### src/rtl/mem_pkg.sv
// rtl/mem_pkg.sv - shared types and constants for the memory-access stage
package mem_pkg;

  typedef enum logic [1:0] {
    RES_ALU = 2'b00,
    RES_MEM = 2'b01,
    RES_PC4 = 2'b10
  } result_src_e;

  localparam logic [2:0] F3_B  = 3'b000;
  localparam logic [2:0] F3_H  = 3'b001;
  localparam logic [2:0] F3_W  = 3'b010;
  localparam logic [2:0] F3_BU = 3'b100;
  localparam logic [2:0] F3_HU = 3'b101;

  typedef enum logic {
    IDLE = 1'b0,
    WAIT = 1'b1
  } mem_state_e;

  // funct3[1:0] encodes access size for both loads and stores
  function automatic logic access_misaligned(input logic [2:0] f3, input logic [1:0] a);
    case (f3[1:0])
      2'b01:   return a[0];
      2'b10:   return a != 2'b00;
      default: return 1'b0;
    endcase
  endfunction

endpackage

### src/rtl/load_align.sv
// rtl/load_align.sv - selects and extends the addressed byte/halfword of a load word
module load_align
  import mem_pkg::*;
(
  input  logic [31:0] rdata,
  input  logic [1:0]  offset,
  input  logic [2:0]  funct3,
  output logic [31:0] data
);

  logic [7:0]  byte_sel;
  logic [15:0] half_sel;

  always_comb begin
    byte_sel = 8'(rdata >> {offset, 3'b000});
    half_sel = 16'(rdata >> {offset[1], 4'b0000});
    case (funct3)
      F3_B:    data = {{24{byte_sel[7]}}, byte_sel};
      F3_H:    data = {{16{half_sel[15]}}, half_sel};
      F3_BU:   data = {24'b0, byte_sel};
      F3_HU:   data = {16'b0, half_sel};
      default: data = rdata;
    endcase
  end

endmodule

### src/rtl/mem_wb_stage.sv
// rtl/mem_wb_stage.sv - RV32I memory-access stage with stall control and MEM/WB register
module mem_wb_stage
  import mem_pkg::*;
#(
  parameter int XLEN = 32
) (
  input  logic            clk,
  input  logic            rst_n,
  input  logic            ex_valid,
  input  logic [XLEN-1:0] ex_alu_result,
  input  logic [XLEN-1:0] ex_write_data,
  input  logic [XLEN-1:0] ex_pc_plus4,
  input  logic [4:0]      ex_rd,
  input  logic            ex_reg_write,
  input  logic [1:0]      ex_result_src,
  input  logic            ex_mem_read,
  input  logic            ex_mem_write,
  input  logic [2:0]      ex_funct3,
  output logic            mem_stall,
  output logic            dmem_req,
  input  logic            dmem_ready,
  output logic            dmem_we,
  output logic [XLEN-1:0] dmem_addr,
  output logic [XLEN-1:0] dmem_wdata,
  output logic [3:0]      dmem_be,
  input  logic            dmem_rvalid,
  input  logic [XLEN-1:0] dmem_rdata,
  output logic            wb_valid,
  output logic [XLEN-1:0] wb_alu_result,
  output logic [XLEN-1:0] wb_read_data,
  output logic [XLEN-1:0] wb_pc_plus4,
  output logic [1:0]      wb_result_src,
  output logic [4:0]      wb_rd,
  output logic            wb_reg_write,
  output logic            misalign_err
);

  mem_state_e      state;
  logic [1:0]      a;
  logic [1:0]      offset_q;
  logic            is_load, is_store, is_mem, legal, err, accepted;
  logic [3:0]      lane_be;
  logic [XLEN-1:0] load_data;

  assign a        = ex_alu_result[1:0];
  assign is_load  = ex_valid && ex_mem_read;
  assign is_store = ex_valid && ex_mem_write && !ex_mem_read;
  assign is_mem   = is_load || is_store;
  assign legal    = is_load ? (ex_funct3 inside {F3_B, F3_H, F3_W, F3_BU, F3_HU})
                            : (ex_funct3 inside {F3_B, F3_H, F3_W});
  assign err      = is_mem && (!legal || access_misaligned(ex_funct3, a));

  assign dmem_req  = rst_n && (state == IDLE) && is_mem && !err;
  assign dmem_we   = dmem_req && is_store;
  assign dmem_addr = {ex_alu_result[XLEN-1:2], 2'b00};
  assign accepted  = dmem_req && dmem_ready;

  always_comb begin
    dmem_wdata = ex_write_data;
    lane_be    = 4'b1111;
    case (ex_funct3[1:0])
      2'b00: begin
        dmem_wdata = {4{ex_write_data[7:0]}};
        lane_be    = 4'b0001 << a;
      end
      2'b01: begin
        dmem_wdata = {2{ex_write_data[15:0]}};
        lane_be    = 4'b0011 << a;
      end
      default: ;
    endcase
    dmem_be = 4'b0000;
    if (dmem_req) dmem_be = is_store ? lane_be : 4'b1111;
  end

  // Accepted stores retire immediately; loads keep the stage stalled until rvalid
  always_comb begin
    mem_stall = 1'b0;
    if (rst_n) begin
      case (state)
        IDLE:    mem_stall = dmem_req && !(dmem_ready && is_store);
        WAIT:    mem_stall = !dmem_rvalid;
        default: mem_stall = 1'b0;
      endcase
    end
  end

  load_align u_load_align (
    .rdata  (dmem_rdata),
    .offset (offset_q),
    .funct3 (ex_funct3),
    .data   (load_data)
  );

  always_ff @(posedge clk) begin
    if (!rst_n) begin
      state         <= IDLE;
      offset_q      <= 2'b00;
      wb_valid      <= 1'b0;
      wb_alu_result <= '0;
      wb_read_data  <= '0;
      wb_pc_plus4   <= '0;
      wb_result_src <= 2'b00;
      wb_rd         <= 5'd0;
      wb_reg_write  <= 1'b0;
      misalign_err  <= 1'b0;
    end else begin
      wb_valid      <= 1'b0;
      wb_alu_result <= '0;
      wb_read_data  <= '0;
      wb_pc_plus4   <= '0;
      wb_result_src <= 2'b00;
      wb_rd         <= 5'd0;
      wb_reg_write  <= 1'b0;
      misalign_err  <= 1'b0;
      case (state)
        IDLE: begin
          if (accepted && is_load) begin
            state    <= WAIT;
            offset_q <= a;
          end else if (ex_valid && (!is_mem || err || accepted)) begin
            wb_valid      <= 1'b1;
            wb_alu_result <= ex_alu_result;
            wb_pc_plus4   <= ex_pc_plus4;
            wb_result_src <= ex_result_src;
            wb_rd         <= ex_rd;
            wb_reg_write  <= ex_reg_write && !err;
            misalign_err  <= err;
          end
        end
        WAIT: begin
          if (dmem_rvalid) begin
            state         <= IDLE;
            wb_valid      <= 1'b1;
            wb_alu_result <= ex_alu_result;
            wb_read_data  <= load_data;
            wb_pc_plus4   <= ex_pc_plus4;
            wb_result_src <= ex_result_src;
            wb_rd         <= ex_rd;
            wb_reg_write  <= ex_reg_write;
          end
        end
        default: state <= IDLE;
      endcase
    end
  end

endmodule

### config.mk
export PLATFORM = sky130hd
export DESIGN_NAME = mem_wb_stage
export DESIGN_NICKNAME = d
export VERILOG_FILES = /design/src/rtl/mem_pkg.sv /design/src/rtl/load_align.sv /design/src/rtl/mem_wb_stage.sv
export SDC_FILE = /design/constraint.sdc
export NUM_CORES = 1
export LEC_CHECK = 0
export CAP_MARGIN = 20
export CORE_AREA = 4 4 125 127
export CTS_BUF_LIST = sky130_fd_sc_hd__clkbuf_8
export CTS_CLUSTER_SIZE = 24
export DETAILED_ROUTE_END_ITERATION = 10
export DIE_AREA = 0 0 129 131
export MAX_ROUTING_LAYER = met4
export PLACE_DENSITY_LB_ADDON = 0.12
export SLEW_MARGIN = 20
export SYNTH_ARGS = -nofsm -noshare
export SYNTH_HDL_FRONTEND = slang
export SYNTH_HIERARCHICAL = 1
export SYNTH_SLANG_ARGS = --single-unit
### constraint.sdc
create_clock -name clk -period 5.5 [get_ports clk]
set_input_delay 0.825 -clock clk [delete_from_list [all_inputs] [get_ports clk]]
set_output_delay 0.825 -clock clk [all_outputs]
set_load 0.03 [all_outputs]
==> impl_metrics.yaml <==
timing:
  max_slew_margin_pct: 34.9
  whs_ns: 0.582
  finalCritPeriodShare_pct: 83.3
  worstMarginPinSlew_ns: 0.976
  slew_violations: 0
  fmax_mhz: 218
  fin_tns_setup_ns: 0
  finalSetupViolCount: 0
  grt_setup_unrepaired: "no"
  min_period_ns: 4.58
  final_hold_vios: 0
  timing.clock.skew_ns: 0.00633
yosys:
  synth_fa_ha_area_share_pct: 1.05
  synth_xor_xnor_area_share_pct: 0
  synthDominantAreaCellType: "dfxtp_1"
  synth_compound_area_share_pct: 13.6
  post_synth_and_or_nand_nor_area_fraction_pct: 23.5
  synth-seq-area-share_pct: 45.6
  syn-instance-count: 510
  ys_top_cells_by_area: "dfxtp_1, and2_1, buf_4"
  synth_area_per_cell_um2: 9.38
  yosysWarningCount: 6
  synthMuxAreaShare_pct: 4.47
  area_of_the_mapped_netlist_mm2: 0.00478
  synth-seq-cells: 109
  post_synth_num_cell_types: 44
  largest_family_of_logic_cells_by_synthesized_area: "simple AND/OR/NAND/NOR gates"
  area_share_of_the_leading_cell_type_in_the_synthesized_netlist_pct: 45.6
floorplanning:
  design.core.area_mm2: 0.0144
  boundaryPins: 323
  dieArea_mm2: 0.0169
  die-width_um: 129
  die_y_um: 131
  start_util_pct: 33.2
  core.rowCount: 44
clock_network:
  clock_path_buffers: 2
  htree_num_levels: 3
  cts-root-buf: "clkbuf_8"
  post_cts_resized: 0
  tritoncts_clock_tree: "built"
  clkLatencyLatePin_ns: 0.37
  post-cts-setup-buffers: 0
  clk_transition_reported_paths_ns: 0.10
  clkSinkCount: 109
  cts_inserted_buffers: 9
  cts-hold-fix-buffers: 0
power_and_ir_drop:
  power_mw: 1.74
  logic_gate_share_of_total_power_pct: 27.2
  power_switching_mw: 0.522
  power_density_over_the_cells_mw_per_mm2: 220
  power_frac_seq_pct: 47.3
  clkPwrFrac_pct: 25.5
  cellInternalPower_mw: 1.21
  power_switching_share_pct: 30.1
  vdd_drop_max_uv: 91.7
  leakagePower_nw: 3.14
worst_setup_path:
  setup.worst_path.class: "in -> out"
  worstRegToRegCells: 5
  worstReg2RegStart: "state"
  ff2ff_setup_slack_ns: 3.03
  critical_path.reg2reg.endpoint: "wb_alu_result[8]"
  crit_required_ns: 4.68
  path_max_fanout: 44
  arrival_ns: 3.76
  timing.critical_path.to_type: "primary output"
  cp_launch_type: "input port"
finish:
  finalNonFillerCells: 958
  stdcell_area_mm2: 0.00789
  antenna_cells: 0
  flow.area_growth_from_synthesis_pct: 64.9
  layout.nets: 920
  nFillCells: 1332
  drive_above_1_share_pct: 3.62
global_route:
  grt_util_all_layers_pct: 18.1
  grt_max_degree: 73
  first_global_vias: 4252
  globalRouteOverflowTotal: 0
  grt_antenna_before_repair: 0
  first_pass_grt_wire_length_um: 23100
hold_path:
  cell_depth_of_the_worst_hold_path: 2
  hold_path_startpoint: "state"
  path_category_of_the_worst_min_delay_check: "reg -> reg"
  timing.hold.worst_endpoint: "state"
placement:
  placement.cell_area_mm2: 0.00771
  numPlacedInstances: 943
  finalWeightedCongestion: 0.847
  buffer_ports.inserted: 320
  place_hpwl_um: 12500
route:
  drt_first_iter_violations: 154
  dr.pass1.iters: 7
  drt_drc_violations_left: 0
  drt.antenna.violating_nets: 0
  wirelength_um: 15800
  vias_per_cell: 4.60
  wl_per_cell_um: 16.5
  route.vias.total: 4403
flow_run:
  drv_cap: 0
status:
  outcome: "finished clean"
## power groups by stage
stage | clock network (mW) | logic [mW] | registers, mW
finish | 0.443 | 0.473 | 0.821
global route | 0.496 | 0.501 | 0.824
CTS | 0.468 | 0.477 | 0.822
detailed placement | 0 | 0.473 | 0.840
global placement | 0 | 0.472 | 0.839
floorplan | 0 | 0.200 | 0.889
## worst max path at each step
| stage | from | to | slack (ns) | cells after the start |
|---|---|---|---|---|
| global route | ex_funct3[1] | dmem_be[3] | 0.60 | 8 |
| finish | ex_funct3[1] | dmem_be[3] | 0.92 | 8 |
| CTS | ex_funct3[1] | dmem_be[3] | 0.91 | 8 |
| floorplan | ex_funct3[1] | mem_stall | 1.87 | 7 |
| global placement | ex_funct3[1] | dmem_be[2] | 0.97 | 8 |
| detailed placement | ex_funct3[1] | dmem_be[3] | 0.92 | 8 |
## worst max-delay path, stage by stage
cell and delay (ns):
clkdlybuf4s50_1 0.48, buf_4 0.38, ha_1 0.31, nor4_2 0.07, a21oi_1 0.36, nand4_1 0.37
a21oi_1 0.25, clkdlybuf4s50_1 0.70
## kinds of logic (layout without fill, tap and decap cells)
kind of cell | Yosys count | in the layout
flops | 109 | 109
fa+ha+maj | 4 | 4
simple gates | 200 | 200
other cells | 1 | 2
compound gates | 92 | 92
mux | 20 | 20
buf+inv | 84 | 347
## final cells by class
| type | instances | area [µm²] | area share (%) |
|---|---|---|---|
| clock buffers | 9 | 124 | 1.57 |
| multi-input cells | 318 | 2050 | 26.0 |
| flip-flops and latches | 109 | 2180 | 27.7 |
| repair buffers | 323 | 3220 | 40.8 |
| clock inverters | 6 | 50.0 | 0.635 |
| inverters | 9 | 33.8 | 0.428 |
| well taps | 184 | 230 | 2.92 |
## cell usage in the layout (no fill, tap or decap), types with 8 or more instances in the layout
| cell | count |
|---|---|
| nand3b_1 | 9 |
| nor2_1 | 12 |
| o21ai_0 | 15 |
| a22o_1 | 15 |
| o22a_1 | 8 |
| a221o_1 | 8 |
| dfxtp_1 | 109 |
| nand2_1 | 49 |
| inv_1 | 10 |
| clkdlybuf4s50_1 | 318 |
| and2_1 | 103 |
| a21oi_1 | 30 |
| clkbuf_8 | 9 |
| mux2i_1 | 18 |
| nor2b_1 | 10 |
## per-layer routing
| metal | GRT usage (%) | wire, µm |
|---|---|---|
| met1 | 21.1 | 6400 |
| met2 | 31.1 | 8040 |
| met3 | 5.24 | 1300 |
| met4 | 4.08 | 104 |
| met5 | - | 0 |
## cell usage after synthesis, drive strengths merged
cell type  instances
mux2               1
o32ai              1
nand2b             1
a311oi             1
or2                1
nor3               3
nor2b             10
nand4              2
and4               1
o22a               8
and3               3
o21a               2
inv                9
a22oi              1
dfxtp            109
conb               1
a221o              8
nand2             49
mux2i             18
a31oi              8
buf               59
and2             104
a21oi             30
nor4               1
and2b              1
nor3b              1
nor2              12
o211ai             1
o211a              1
ha                 4
o21ai             15
nand3b             9
clkbuf            16
a211oi             1
a22o              15
mux4               1
or2b               1
nand3              1
## metrics by stage
stage,utilization [%],setup slack [ns]
3_3_place_gp,53.5,0.975
3_5_place_dp,53.5,0.924
6_report,54.7,0.916
4_1_cts,54.7,0.907
2_1_floorplan,-,1.87
5_1_grt,54.7,0.604
## registers in the layout (all words and copies together) (netlist names)
register       cells
wb_alu_result     32
wb_pc_plus4       32
wb_read_data      32
wb_rd              5
offset_q           2
wb_result_src      2
misalign_err       1
state              1
wb_reg_write       1
wb_valid           1
(Power assumes the default switching activity.)
